## config.mk

```make
export PLATFORM = sky130hd
export DESIGN_NAME = divsqrt_req_issuer
export DESIGN_NICKNAME = d
export VERILOG_FILES = /design/src/rtl/divsqrt_req_issuer.sv
export SDC_FILE = /design/constraint.sdc
export NUM_CORES = 1
export LEC_CHECK = 0
export BUFFER_PORTS_ARGS = -buffer_cell sky130_fd_sc_hd__buf_2
export CORE_MARGIN = 2
export CORE_UTILIZATION = 57
export CTS_BUF_LIST = sky130_fd_sc_hd__clkbuf_16
export DETAILED_ROUTE_END_ITERATION = 10
export PLACE_DENSITY = 0.88
export SLEW_MARGIN = 25
export SYNTH_ARGS = -nofsm -noshare
export SYNTH_HDL_FRONTEND = slang
export SYNTH_SLANG_ARGS = --single-unit
```

## constraint.sdc

```tcl
create_clock -name clock -period 5.35 [get_ports clock]
set_clock_uncertainty 0.1 [all_clocks]
set_input_delay 1.07 -clock clock [delete_from_list [all_inputs] [get_ports clock]]
set_output_delay 1.07 -clock clock [all_outputs]
set_load 0.05 [all_outputs]
```

## src/rtl/divsqrt_req_issuer.sv

```systemverilog
// Initiator-side front end for the recoded-float divide/sqrt unit.
// Tagged requests are queued in a small circular FIFO, issued one at a time
// to the unit, and the unit's one-cycle result pulse is captured into a
// single result register that is handed out over a valid/ready channel.
// A request is only issued when the result register is free (or being
// drained this cycle), so the unit's outValid never needs back-pressure.
module divsqrt_req_issuer #(
  parameter int expWidth = 8,
  parameter int sigWidth = 24,
  parameter int tagWidth = 4,
  parameter int reqDepth = 2
) (
  input  logic                         clock,
  input  logic                         reset,
  // request channel
  output logic                         req_ready,
  input  logic                         req_valid,
  input  logic                         req_sqrtOp,
  input  logic [expWidth+sigWidth:0]   req_a,
  input  logic [expWidth+sigWidth:0]   req_b,
  input  logic [2:0]                   req_roundingMode,
  input  logic [tagWidth-1:0]          req_tag,
  // divide/sqrt unit interface
  input  logic                         unit_inReady,
  output logic                         unit_inValid,
  output logic                         unit_sqrtOp,
  output logic [expWidth+sigWidth:0]   unit_a,
  output logic [expWidth+sigWidth:0]   unit_b,
  output logic [2:0]                   unit_roundingMode,
  input  logic                         unit_outValid,
  input  logic                         unit_sqrtOpOut,
  input  logic [expWidth+sigWidth:0]   unit_out,
  input  logic [4:0]                   unit_exceptionFlags,
  // response channel
  output logic                         resp_valid,
  input  logic                         resp_ready,
  output logic                         resp_sqrtOp,
  output logic [expWidth+sigWidth:0]   resp_out,
  output logic [4:0]                   resp_exceptionFlags,
  output logic [tagWidth-1:0]          resp_tag,
  // status
  output logic                         busy,
  output logic                         protocol_err
);

  localparam int OPW   = expWidth + sigWidth + 1;
  localparam int PTR_W = (reqDepth > 1) ? $clog2(reqDepth) : 1;
  localparam int CNT_W = $clog2(reqDepth + 1);

  typedef enum logic [1:0] {
    ST_IDLE  = 2'd0,
    ST_ISSUE = 2'd1,
    ST_WAIT  = 2'd2
  } state_t;

  typedef struct packed {
    logic                sqrt_op;
    logic [OPW-1:0]      a;
    logic [OPW-1:0]      b;
    logic [2:0]          rm;
    logic [tagWidth-1:0] tag;
  } entry_t;

  // Advance a FIFO pointer, wrapping modulo reqDepth (depth need not be 2^n).
  function automatic logic [PTR_W-1:0] ptr_inc(input logic [PTR_W-1:0] p);
    logic [PTR_W-1:0] nxt;
    if (p == PTR_W'(reqDepth - 1)) begin
      nxt = '0;
    end else begin
      nxt = p + 1'b1;
    end
    return nxt;
  endfunction

  // ---------------------------------------------------------------------------
  // State
  // ---------------------------------------------------------------------------
  state_t              state_q,       state_d;

  entry_t              fifo_q [reqDepth];
  entry_t              fifo_d [reqDepth];
  logic [PTR_W-1:0]    wr_ptr_q,      wr_ptr_d;
  logic [PTR_W-1:0]    rd_ptr_q,      rd_ptr_d;
  logic [CNT_W-1:0]    count_q,       count_d;

  // issue register: everything the unit sees, plus the tag kept for the result
  logic                unit_inValid_q, unit_inValid_d;
  logic                iss_sqrt_q,    iss_sqrt_d;
  logic [OPW-1:0]      iss_a_q,       iss_a_d;
  logic [OPW-1:0]      iss_b_q,       iss_b_d;
  logic [2:0]          iss_rm_q,      iss_rm_d;
  logic [tagWidth-1:0] iss_tag_q,     iss_tag_d;

  // result register
  logic                resp_valid_q,  resp_valid_d;
  logic                res_sqrt_q,    res_sqrt_d;
  logic [OPW-1:0]      res_out_q,     res_out_d;
  logic [4:0]          res_flags_q,   res_flags_d;
  logic [tagWidth-1:0] res_tag_q,     res_tag_d;

  logic                protocol_err_q, protocol_err_d;

  // ---------------------------------------------------------------------------
  // Handshake decodes
  // ---------------------------------------------------------------------------
  entry_t head;
  logic   fifo_full;
  logic   fifo_empty;
  logic   push;
  logic   resp_take;
  logic   slot_free;
  logic   start_issue;
  logic   capture;

  assign head       = fifo_q[rd_ptr_q];
  // Full/empty come from the registered count only: a pop this cycle does
  // not open room for a push this cycle.
  assign fifo_full  = (count_q >= CNT_W'(reqDepth));
  assign fifo_empty = (count_q == '0);
  assign push       = req_valid && !fifo_full;
  assign resp_take  = resp_valid_q && resp_ready;
  // The result register is free if empty or being drained in this very cycle.
  assign slot_free  = !resp_valid_q || resp_ready;
  assign start_issue = (state_q == ST_IDLE) && !fifo_empty && slot_free;
  assign capture    = (state_q == ST_WAIT) && unit_outValid;

  // Next-state logic for the FIFO, the FSM, the issue and result registers.
  always_comb begin
    state_d        = state_q;
    fifo_d         = fifo_q;
    wr_ptr_d       = wr_ptr_q;
    rd_ptr_d       = rd_ptr_q;
    count_d        = count_q;
    unit_inValid_d = unit_inValid_q;
    iss_sqrt_d     = iss_sqrt_q;
    iss_a_d        = iss_a_q;
    iss_b_d        = iss_b_q;
    iss_rm_d       = iss_rm_q;
    iss_tag_d      = iss_tag_q;
    resp_valid_d   = resp_valid_q;
    res_sqrt_d     = res_sqrt_q;
    res_out_d      = res_out_q;
    res_flags_d    = res_flags_q;
    res_tag_d      = res_tag_q;
    protocol_err_d = protocol_err_q;

    // request FIFO
    if (push) begin
      fifo_d[wr_ptr_q] = '{sqrt_op: req_sqrtOp, a: req_a, b: req_b,
                           rm: req_roundingMode, tag: req_tag};
      wr_ptr_d = ptr_inc(wr_ptr_q);
    end
    if (start_issue) begin
      rd_ptr_d = ptr_inc(rd_ptr_q);
    end
    count_d = count_q + CNT_W'(push) - CNT_W'(start_issue);

    // consumer drains the held result
    if (resp_take) begin
      resp_valid_d = 1'b0;
    end

    // a result pulse outside WAIT is dropped but flagged
    if (unit_outValid && (state_q != ST_WAIT)) begin
      protocol_err_d = 1'b1;
    end

    case (state_q)
      ST_IDLE: begin
        if (start_issue) begin
          state_d        = ST_ISSUE;
          unit_inValid_d = 1'b1;
          iss_sqrt_d     = head.sqrt_op;
          iss_a_d        = head.a;
          iss_b_d        = head.b;
          iss_rm_d       = head.rm;
          iss_tag_d      = head.tag;
        end
      end
      ST_ISSUE: begin
        // operands and inValid are held untouched until the unit accepts
        if (unit_inReady) begin
          state_d        = ST_WAIT;
          unit_inValid_d = 1'b0;
        end
      end
      ST_WAIT: begin
        if (capture) begin
          state_d      = ST_IDLE;
          resp_valid_d = 1'b1;
          res_sqrt_d   = unit_sqrtOpOut;
          res_out_d    = unit_out;
          res_flags_d  = unit_exceptionFlags;
          res_tag_d    = iss_tag_q;
          if (unit_sqrtOpOut != iss_sqrt_q) begin
            protocol_err_d = 1'b1;
          end
        end
      end
      default: begin
        state_d        = ST_IDLE;
        unit_inValid_d = 1'b0;
      end
    endcase
  end

  // All state registers; reset clears control and zeroes data so outputs are deterministic.
  always_ff @(posedge clock) begin
    if (reset) begin
      state_q        <= ST_IDLE;
      for (int i = 0; i < reqDepth; i++) begin
        fifo_q[i] <= '0;
      end
      wr_ptr_q       <= '0;
      rd_ptr_q       <= '0;
      count_q        <= '0;
      unit_inValid_q <= 1'b0;
      iss_sqrt_q     <= 1'b0;
      iss_a_q        <= '0;
      iss_b_q        <= '0;
      iss_rm_q       <= '0;
      iss_tag_q      <= '0;
      resp_valid_q   <= 1'b0;
      res_sqrt_q     <= 1'b0;
      res_out_q      <= '0;
      res_flags_q    <= '0;
      res_tag_q      <= '0;
      protocol_err_q <= 1'b0;
    end else begin
      state_q        <= state_d;
      fifo_q         <= fifo_d;
      wr_ptr_q       <= wr_ptr_d;
      rd_ptr_q       <= rd_ptr_d;
      count_q        <= count_d;
      unit_inValid_q <= unit_inValid_d;
      iss_sqrt_q     <= iss_sqrt_d;
      iss_a_q        <= iss_a_d;
      iss_b_q        <= iss_b_d;
      iss_rm_q       <= iss_rm_d;
      iss_tag_q      <= iss_tag_d;
      resp_valid_q   <= resp_valid_d;
      res_sqrt_q     <= res_sqrt_d;
      res_out_q      <= res_out_d;
      res_flags_q    <= res_flags_d;
      res_tag_q      <= res_tag_d;
      protocol_err_q <= protocol_err_d;
    end
  end

  // ---------------------------------------------------------------------------
  // Outputs
  // ---------------------------------------------------------------------------
  assign req_ready           = !fifo_full;

  assign unit_inValid        = unit_inValid_q;
  assign unit_sqrtOp         = iss_sqrt_q;
  assign unit_a              = iss_a_q;
  assign unit_b              = iss_b_q;
  assign unit_roundingMode   = iss_rm_q;

  assign resp_valid          = resp_valid_q;
  assign resp_sqrtOp         = res_sqrt_q;
  assign resp_out            = res_out_q;
  assign resp_exceptionFlags = res_flags_q;
  assign resp_tag            = res_tag_q;

  assign busy                = !fifo_empty || (state_q != ST_IDLE) || resp_valid_q;
  assign protocol_err        = protocol_err_q;

endmodule
```

==> metrics, run 1 <==
crit end category flip-flop; clock buffers created by TritonCTS 27; Netlist Area Pre-Place 10100 µm²; share of the clock period used by the worst path after layout 50.86%; vias post-DR 8733; Seq/Total Area, Yosys 54.28%; 1st-pass router iterations 4; slew at the pin closest to its max-slew limit 0.9919 ns; Setup Viol. Count Final 0; area fraction in and, or, nand and nor cells after synthesis 18.55%; number of cells on the worst reg-to-reg path 5; largest area contributor in the synthesized netlist sky130_fd_sc_hd__dfxtp_1; most common cell after layout, fill and taps aside sky130_fd_sc_hd__nand2_1; Area growth syn-to-layout 19.22%; FMAX 367.5 MHz; DP Cell Count 1584; I/O pin count 237; data required time at the worst endpoint 5.69 ns; DIE AREA 18810 µm²; number of buffers inserted by port buffering 236; Hold Fails Final Rpt 0; number of distinct standard cells referenced by the synthesized netlist 21; fraction of final layout cells with drive strength greater than 1 20.29%; number of buffers on the longest clock path 3; final net count 1509; global-route total usage across every layer 24.94%; critical path class input port to flip-flop; P_leak 4.789 nW; CTS H-Tree Depth 1; top cells by area in the synthesized netlist sky130_fd_sc_hd__dfxtp_1 54%, sky130_fd_sc_hd__nand2_1 14%, sky130_fd_sc_hd__a21oi_1 9.7%; Setup crit start kind input port; last weighted congestion value of the routability-driven placer 0.7572; RSZ-0062 raised after global routing false; combinational family with the most area after synthesis simple AND/OR/NAND/NOR gates; Post-DRT Antenna Nets 0; clock slew at the register clock pins of the worst setup and hold paths 0.06 ns; WL per Instance 14.96 µm; maximum number of pins on one net before global-route repair 180; Reg area 5489 µm²; final WL 24.33 mm; Post-CTS Hold Buffers 0; cells after synthesis 1211; highest cell delay on the worst timing path 0.72 ns; root buffer cell sky130_fd_sc_hd__clkbuf_16; detailed-route DRC error count 0; Post-CTS Resized 0; remaining global-route overflow 0; number of max-cap violations 0; worst min-delay path category flip-flop to flip-flop; setup tns final 0 ns; Crit-path slowest cell sky130_fd_sc_hd__and2_2; core footprint 17300 µm²; Detail Placement HPWL 15.39 mm; adder and majority gate portion of the synthesized area 0.1238%; wire length of the first global-routing pass 38.11 mm; commonest cells after routing, fill and taps aside 387 x sky130_fd_sc_hd__nand2_1, 273 x sky130_fd_sc_hd__dfxtp_1, 235 x sky130_fd_sc_hd__buf_2, 196 x sky130_fd_sc_hd__a21oi_1, 85 x sky130_fd_sc_hd__nor2_1; Compound-Gate Fraction of Synth Area 15.26%; Crit path arrival time 3.06 ns; critical-path cell list buf_2, nor2b_1, and2_2, buf_4, nand2_1, a21oi_1; Post-Place Worst Slack 2.168 ns; Synth top area share 54.28%; number of clock sinks seen by CTS 274; initial antenna violation count 1; final max-slew violation count 0; number of nets produced by synthesis 1331; clock tree from TritonCTS done; depth of the worst hold-timing path 2; starting density of the core 58.42%; number of filler instances in the final layout 1340; XOR/XNOR Fraction of Synth Area 0.2600%; Post-CTS Setup Bufs 0; worst ir drop on vdd 0.4179 mV; post-synthesis sequential element count 274; vertical die dimension 137.1 µm; least setup slack across all paths after layout 2.629 ns; number of non-filler instances in the completed layout 1627; Warnings, synthesis 0; Final Critical Period 2.721 ns; result of the run finished clean; area of combinational cells with multiple inputs 4235 µm²; average vias per placed instance 5.368; crit path max fanout 38; number of global-route vias before repair 8054; Avg Inst Size Synth 8.344 µm²; fraction of synthesized area in multiplexers 7.541%; standard-cell row count 48; power per standard cell area 588.5 nW/µm²; violation count after the first detailed-routing iteration 523; clock network latency to the later pin of the worst-skew pair 0.52 ns; Slew Limit Headroom 33.64%; DIE WIDTH 137.1 µm
per-layer routing:
metal | vias up | track usage, % | wire length, µm
met1 | 4052 | 29.79 | 9805
met5 | - | 0 | 0
li1 | 4374 | - | -
met3 | 40 | 5.111 | 1701
met4 | 0 | 7.388 | 524
met2 | 267 | 44.97 | 12300
path summary, 6_finish.rpt:
kind	slack (ns)	endpoint	start
max	2.63	fifo_q[12]	req_valid
min reg2reg	0.35	fifo_q[53]	fifo_q[53]
min	0.35	fifo_q[53]	fifo_q[53]
max reg2reg	2.93	fifo_q[12]	count_q[1]
through the flow:
step | hold WS [ns] | cell area, µm² | util [%] | total power [W]
2_1_floorplan | 0.3323 | 10100 | - | 0.004890
3_3_place_gp | 0.3392 | 11280 | 65.23 | 0.005440
3_5_place_dp | 0.3435 | 11280 | 65.23 | 0.005509
4_1_cts | 0.3519 | 12010 | 69.45 | 0.007126
5_1_grt | 0.3659 | 12040 | 69.62 | 0.007459
6_report | 0.3525 | 12050 | 69.65 | 0.007089
synth_stat cells:
cell / count
sky130_fd_sc_hd__nand2b_1: 2
sky130_fd_sc_hd__dfxtp_1: 274
sky130_fd_sc_hd__nand2_1: 388
sky130_fd_sc_hd__nor4_4: 1
sky130_fd_sc_hd__a21oi_1: 196
sky130_fd_sc_hd__o21ai_0: 1
sky130_fd_sc_hd__mux2_2: 1
sky130_fd_sc_hd__nor3_1: 2
sky130_fd_sc_hd__xnor2_1: 3
sky130_fd_sc_hd__buf_2: 22
sky130_fd_sc_hd__a211oi_1: 74
sky130_fd_sc_hd__mux2i_1: 75
sky130_fd_sc_hd__nor2b_1: 5
sky130_fd_sc_hd__clkbuf_1: 64
sky130_fd_sc_hd__and2_1: 2
sky130_fd_sc_hd__ha_1: 1
sky130_fd_sc_hd__nor2_1: 86
sky130_fd_sc_hd__buf_1: 10
sky130_fd_sc_hd__nor3b_1: 1
sky130_fd_sc_hd__buf_4: 1
sky130_fd_sc_hd__inv_1: 2
state kept, by name, indices dropped and copies added (netlist names):
name,count
unit_inValid,1
unit_b,33
unit_roundingMode,3
resp_exceptionFlags,5
fifo_q,148
unit_a,33
unit_sqrtOp,1
state_q,2
resp_tag,4
wr_ptr_q,1
rd_ptr_q,1
resp_sqrtOp,1
iss_tag_q,4
count_q,2
protocol_err,1
resp_valid,1
resp_out,33
power by group:
part	switching (W)	internal, W
Sequential	0.000320	0.00247
Clock	0.000726	0.000897
Combinational	0.00194	0.000740
Total	0.00298	0.00411
worst max-delay path: cells and delay by family:
family / cells / cell delay (ns)
buffers and inverters: 2 / 0.58
AOI/OAI and AO/OA: 1 / 0.18
and+or+nand+nor: 3 / 1.16
kinds of logic (layout without fill, tap and decap cells):
family / after synthesis / after routing
other cells: 0 / 2
flops: 274 / 274
simple gates: 487 / 487
buf+inv: 99 / 288
fa+ha+maj: 1 / 1
xor+xnor: 3 / 3
compound gates: 271 / 271
mux: 76 / 76
cell type report:
cell class | count | share of cell area (%)
Inverter | 2 | 0.06232
Tap cell | 225 | 2.337
Multi-Input combinational cell | 838 | 35.16
Antenna cell | 2 | 0.04155
Clock buffer | 27 | 5.609
Sequential cell | 274 | 45.56
Clock inverter | 13 | 0.4466
Timing Repair Buffer | 246 | 10.78
(Power assumes the default switching activity.)
==> run 2: changes to the inputs <==
--- a/config.mk
+++ b/config.mk
@@ -7,10 +7,10 @@
 export LEC_CHECK = 0
 export BUFFER_PORTS_ARGS = -buffer_cell sky130_fd_sc_hd__buf_2
 export CORE_MARGIN = 2
-export CORE_UTILIZATION = 57
+export CORE_UTILIZATION = 53
 export CTS_BUF_LIST = sky130_fd_sc_hd__clkbuf_16
 export DETAILED_ROUTE_END_ITERATION = 10
-export PLACE_DENSITY = 0.88
+export PLACE_DENSITY = 0.83
 export SLEW_MARGIN = 25
 export SYNTH_ARGS = -nofsm -noshare
 export SYNTH_HDL_FRONTEND = slang
==> constraint.sdc (replaced) <==
create_clock -name clock -period 2.8 [get_ports clock]
set_clock_uncertainty 0.1 [all_clocks]
set_input_delay 0.56 -clock clock [delete_from_list [all_inputs] [get_ports clock]]
set_output_delay 0.56 -clock clock [all_outputs]
set_load 0.05 [all_outputs]
==> run 2 against run 1 <==
Effect of this change: critical path depth shrank 3; sequential cell count stayed put; largest power group is now combinational logic; first-iteration DRC count down 1.7%; highest routed layer unchanged; clock power grew 120%; sequential power rose by 85%; largest cell class unchanged; total power rose by 99%; hold slack got worse by 0.19 ns; routed wire length increased by 0.28%; combinational power up 100%; worst setup slack worse by 2.0 ns; sequential share of layout area fell by 1.0 points; via count fell by 0.21%.
==> metrics, run 2 (synthesis results as in run 1) <==
Setup Viol. Count Final 0; Setup crit start kind flip-flop; Post-Place Worst Slack 0.6421 ns; clock tree from TritonCTS done; Final Critical Period 2.196 ns; most common cell after layout, fill and taps aside sky130_fd_sc_hd__nand2_1; critical path class flip-flop to primary output; CTS H-Tree Depth 1; detailed-route DRC error count 0; max layer used met4; number of max-cap violations 0; flip-flop count of the largest register after layout 148; final net count 1515; launch instance of the worst register-to-register path state_q[1]; clock buffers created by TritonCTS 28; last weighted congestion value of the routability-driven placer 0.7590; endpoint of the most critical register-to-register path resp_out[12]; Post-CTS Setup Bufs 0; DP Cell Count 1599; largest register by flop count fifo_q; clock network latency to the later pin of the worst-skew pair 0.54 ns; Post-DRT Antenna Nets 0; depth of the worst hold-timing path 3; DIE WIDTH 142.1 µm; DIE AREA 20190 µm²; Detail Placement HPWL 15.15 mm; Crit path arrival time 1.54 ns; commonest cells after routing, fill and taps aside 387 x sky130_fd_sc_hd__nand2_1, 273 x sky130_fd_sc_hd__dfxtp_1, 235 x sky130_fd_sc_hd__buf_2, 196 x sky130_fd_sc_hd__a21oi_1, 85 x sky130_fd_sc_hd__nor2_1; result of the run finished clean; standard-cell row count 50; wire length on met3 1.620 mm; data required time at the worst endpoint 2.14 ns; post-place instance area 11430 µm²; Area growth syn-to-layout 21.90%; global-route total usage across every layer 23.30%; violation count after the first detailed-routing iteration 514; number of global-route vias before repair 8092; Post-CTS Hold Buffers 0; number of cells on the worst reg-to-reg path 5; wire length of the first global-routing pass 38.87 mm; Worst R2R Setup Slack 0.87 ns; wire length the detailed router placed on met1 10.12 mm; crit end category primary output; starting density of the core 54.02%; Hold Fails Final Rpt 0; Post-CTS Resized 0; average vias per placed instance 5.275; setup tns final 0 ns; slew at the pin closest to its max-slew limit 0.8688 ns; number of clock sinks seen by CTS 274; FMAX 455.5 MHz; crit path max fanout 7; startpoint of the most critical hold path unit_out[31]; power per standard cell area 1146 nW/µm²; fraction of final layout cells with drive strength greater than 1 20.82%; final max-slew violation count 0; root buffer cell sky130_fd_sc_hd__clkbuf_16; WL per Instance 14.77 µm; number of non-filler instances in the completed layout 1652; clock slew at the register clock pins of the worst setup and hold paths 0.06 ns; worst min-delay path category input port to flip-flop; routed wire length on met2 12.08 mm; P_leak 4.917 nW; final WL 24.40 mm; number of buffers on the longest clock path 3; vertical die dimension 142.1 µm; final standard cell area without fillers 12320 µm²; RSZ-0062 raised after global routing false; vias post-DR 8715; worst ir drop on vdd 0.9148 mV; initial antenna violation count 1; share of the clock period used by the worst path after layout 78.41%; remaining global-route overflow 0; 1st-pass router iterations 5; core footprint 18710 µm²; Slew Limit Headroom 42.08%; number of buffers inserted by port buffering 236; least setup slack across all paths after layout 0.6044 ns; end point of the worst hold path resp_out[31]; I/O pin count 237; maximum number of pins on one net before global-route repair 120
-- run 2: cell types whose count changed in the layout (fill, tap and decap cells not counted), sizes merged --
cell and delta:
inv +2, clkinv +6, bufinv +3, clkbuf +2, diode -1, buf +4
-- run 2: cell type report --
cell class                      count  area (µm²)
Fill cell                        1526        6387
Inverter                            2       7.507
Sequential cell                   274        5489
Multi-Input combinational cell    838        4235
Clock inverter                     24       187.7
Antenna cell                        1       2.502
Tap cell                          234       292.8
Clock buffer                       28       700.7
Timing Repair Buffer              251        1403
-- run 2: report_power, final --
group | switching, W | internal (W)
sequential | 0.000454 | 0.00472
clock | 0.00148 | 0.00209
combinational | 0.00390 | 0.00147
total | 0.00583 | 0.00828
-- run 2: layer usage --
metal  GRT usage, %  vias to the layer above
li1               -                     4394
met1          28.31                     4011
met2          41.95                      268
met3          4.374                       42
met4          6.895                        0
met5              0                        -
-- run 2: worst max-delay path, cell delays in order (launching register included) --
cell,delay [ns]
sky130_fd_sc_hd__dfxtp_1,0.52
sky130_fd_sc_hd__nor3_1,0.11
sky130_fd_sc_hd__nand2_1,0.09
sky130_fd_sc_hd__buf_2,0.29
-- run 2: worst max-delay path by stage --
stage / cells after the start / endpoint / start
2_1_floorplan: 8 / count_q[1] / resp_valid
3_3_place_gp: 6 / fifo_q[34] / req_valid
3_5_place_dp: 6 / fifo_q[19] / req_valid
4_1_cts: 3 / busy / state_q[1]
5_1_grt: 3 / busy / state_q[1]
6_report: 3 / busy / state_q[1]
-- run 2: metrics by stage --
step                power, W  hold WS, ns  utilization [%]
finish               0.01411       0.1607            65.85
global route         0.01484       0.1516            65.84
CTS                  0.01424       0.1423            65.84
detailed placement   0.01065       0.3439            61.09
global placement     0.01052       0.3386            61.09
floorplan           0.009343       0.3323                -
==> run 3: changes to the inputs <==
==> constraint.sdc (replaced) <==
create_clock -name clock -period 2.05 [get_ports clock]
set_clock_uncertainty 0.1 [all_clocks]
set_input_delay 0.41 -clock clock [delete_from_list [all_inputs] [get_ports clock]]
set_output_delay 0.41 -clock clock [all_outputs]
set_load 0.05 [all_outputs]
==> run 3 against run 2 <==
Effect of this change: register-to-register slack got worse by 0.71 ns; clock power rose by 32%; sequential cell count did not move; sequential share of layout area fell by 0.69 points; sequential power rose by 38%; critical path depth did not move; first-iteration DRC count fell by 4.9%; critical path type unchanged; critical endpoint unchanged; largest cell class unchanged; largest power group unchanged; highest routed layer is now met5.
==> metrics, run 3 (synthesis results as in run 1) <==
result of the run finished clean; crit end category primary output; Crit-path slowest cell sky130_fd_sc_hd__dfxtp_1; clock buffers created by TritonCTS 28; clock tree from TritonCTS done; switching power of the nets 0.008054 W; met3 Resource Use GR 6.528%; vias post-DR 8834; wire length of the first global-routing pass 39.28 mm; last weighted congestion value of the routability-driven placer 0.7702; average vias per placed instance 5.303; Post-Place Worst Slack 0.1675 ns; root buffer cell sky130_fd_sc_hd__clkbuf_16; slew at the pin closest to its max-slew limit 0.5316 ns; DIE AREA 20190 µm²; Slew Limit Headroom 64.56%; Post-DRT Antenna Nets 0; number of clock sinks seen by CTS 274; worst min-delay path category input port to flip-flop; maximum number of pins on one net before global-route repair 86; Area growth syn-to-layout 23.89%; number of filler instances in the final layout 1505; number of global-route vias before repair 8267; vertical die dimension 142.1 µm; sequential power share 37.0%; part of the total power dissipated in combinational logic 38.6%; DP Cell Count 1607; Hold Fails Final Rpt 0; Reg area 5492 µm²; final WL 24.93 mm; highest cell delay on the worst timing path 0.35 ns; fraction of final layout cells with drive strength greater than 1 21.71%; final net count 1526; setup tns final 0 ns; critical-path cell list nor2_1, nand2_1, buf_2; clock slew at the register clock pins of the worst setup and hold paths 0.06 ns; most used routing layer in global routing met2; flip-flop count of the largest register after layout 148; number of non-filler instances in the completed layout 1666; relative contribution of the clock network to total power 24.5%; detailed-route DRC error count 0; Final Critical Period 1.964 ns; share of the clock period used by the worst path after layout 95.80%; Crit path arrival time 1.45 ns; Setup crit start kind flip-flop; FMAX 509.2 MHz; final max-slew violation count 0; grt met1 use 26.82%; initial antenna violation count 3; critical path class flip-flop to primary output; number of buffers inserted by port buffering 236; least setup slack across all paths after layout 0.08600 ns; internal cell power 0.01129 W; core footprint 18710 µm²; starting density of the core 54.02%; standard-cell row count 50; data required time at the worst endpoint 1.54 ns; P_leak 4.990 nW; I/O pin count 237; switching share of total power 41.63%; total power of the final layout 0.01935 W; M2 GR Usage 42.33%; CTS H-Tree Depth 1; DIE WIDTH 142.1 µm; WL per Instance 14.97 µm; Setup Viol. Count Final 0; largest register by flop count fifo_q; clock network latency to the later pin of the worst-skew pair 0.53 ns; violation count after the first detailed-routing iteration 489; area of combinational cells with multiple inputs 4238 µm²; worst ir drop on vdd 0.9800 mV; most common cell after layout, fill and taps aside sky130_fd_sc_hd__nand2_1; Detail Placement HPWL 15.87 mm; number of buffers on the longest clock path 3; RSZ-0062 raised after global routing false; number of max-cap violations 0; power per standard cell area 1545 nW/µm²; global-route total usage across every layer 23.56%; crit path max fanout 6; remaining global-route overflow 0; commonest cells after routing, fill and taps aside 387 x sky130_fd_sc_hd__nand2_1, 271 x sky130_fd_sc_hd__dfxtp_1, 235 x sky130_fd_sc_hd__buf_2, 196 x sky130_fd_sc_hd__a21oi_1, 85 x sky130_fd_sc_hd__nor2_1; 1st-pass router iterations 4
==> run 3: routing by layer <==
| metal | share of wire [%] | vias to the layer above |
|---|---|---|
| met3 | 7.3 | 53 |
| met2 | 49 | 254 |
| li1 | - | 4430 |
| met4 | 3.2 | 2 |
| met1 | 41 | 4095 |
| met5 | 0.060 | - |
==> run 3: worst max-delay path: cells and delay by family, from the launching register on <==
| family | cells | cell delay (ns) |
|---|---|---|
| buf+inv | 1 | 0.23 |
| flops | 1 | 0.35 |
| simple gates | 2 | 0.34 |
==> run 3: layout make-up <==
type | instances | share of cell area, %
clock buffer | 29 | 5.797
clock inverter | 23 | 1.079
tap | 234 | 2.339
antenna | 4 | 0.07996
inverter | 2 | 0.05997
timing repair buffer | 262 | 12.92
sequential | 274 | 43.87
multi-input combinational | 838 | 33.85
==> run 3: worst paths after layout <==
path / from / to / slack, ns / depth (start not counted)
setup / recovery: count_q[1] / busy / 0.09 / 3
hold / removal: unit_out[25] / resp_out[25] / 0.02 / 3
setup reg to reg: count_q[1] / unit_b[28] / 0.16 / 5
hold reg to reg: fifo_q[115] / fifo_q[115] / 0.35 / 2
==> run 3: repair_timing <==
action | CTS | global route
hold endpoints to repair | 3 | 0
buffers inserted | 0 | 0
resized for setup | 0 | 1
endpoints found under the setup margin | 0 | 1
hold buffers | 3 | 0
==> run 3: metrics by stage <==
step / hold WS (ns) / cell area [µm²] / utilization [%]
after floorplan: 0.3323 / 10110 / -
after global placement: 0.3389 / 11620 / 62.10
after detailed placement: 0.3436 / 11620 / 62.10
after CTS: 0.00009459 / 12510 / 66.86
after global routing: 0.004745 / 12510 / 66.90
final: 0.01817 / 12520 / 66.92
==> run 3: power by group through the flow <==
stage | registers, W | clock network, W | logic (W)
after floorplan | 0.00954 | 0 | 0.00324
after global placement | 0.00722 | 0 | 0.00737
after detailed placement | 0.00725 | 0 | 0.00750
after CTS | 0.00715 | 0.00481 | 0.00752
after global routing | 0.00728 | 0.00503 | 0.00798
final | 0.00715 | 0.00473 | 0.00746
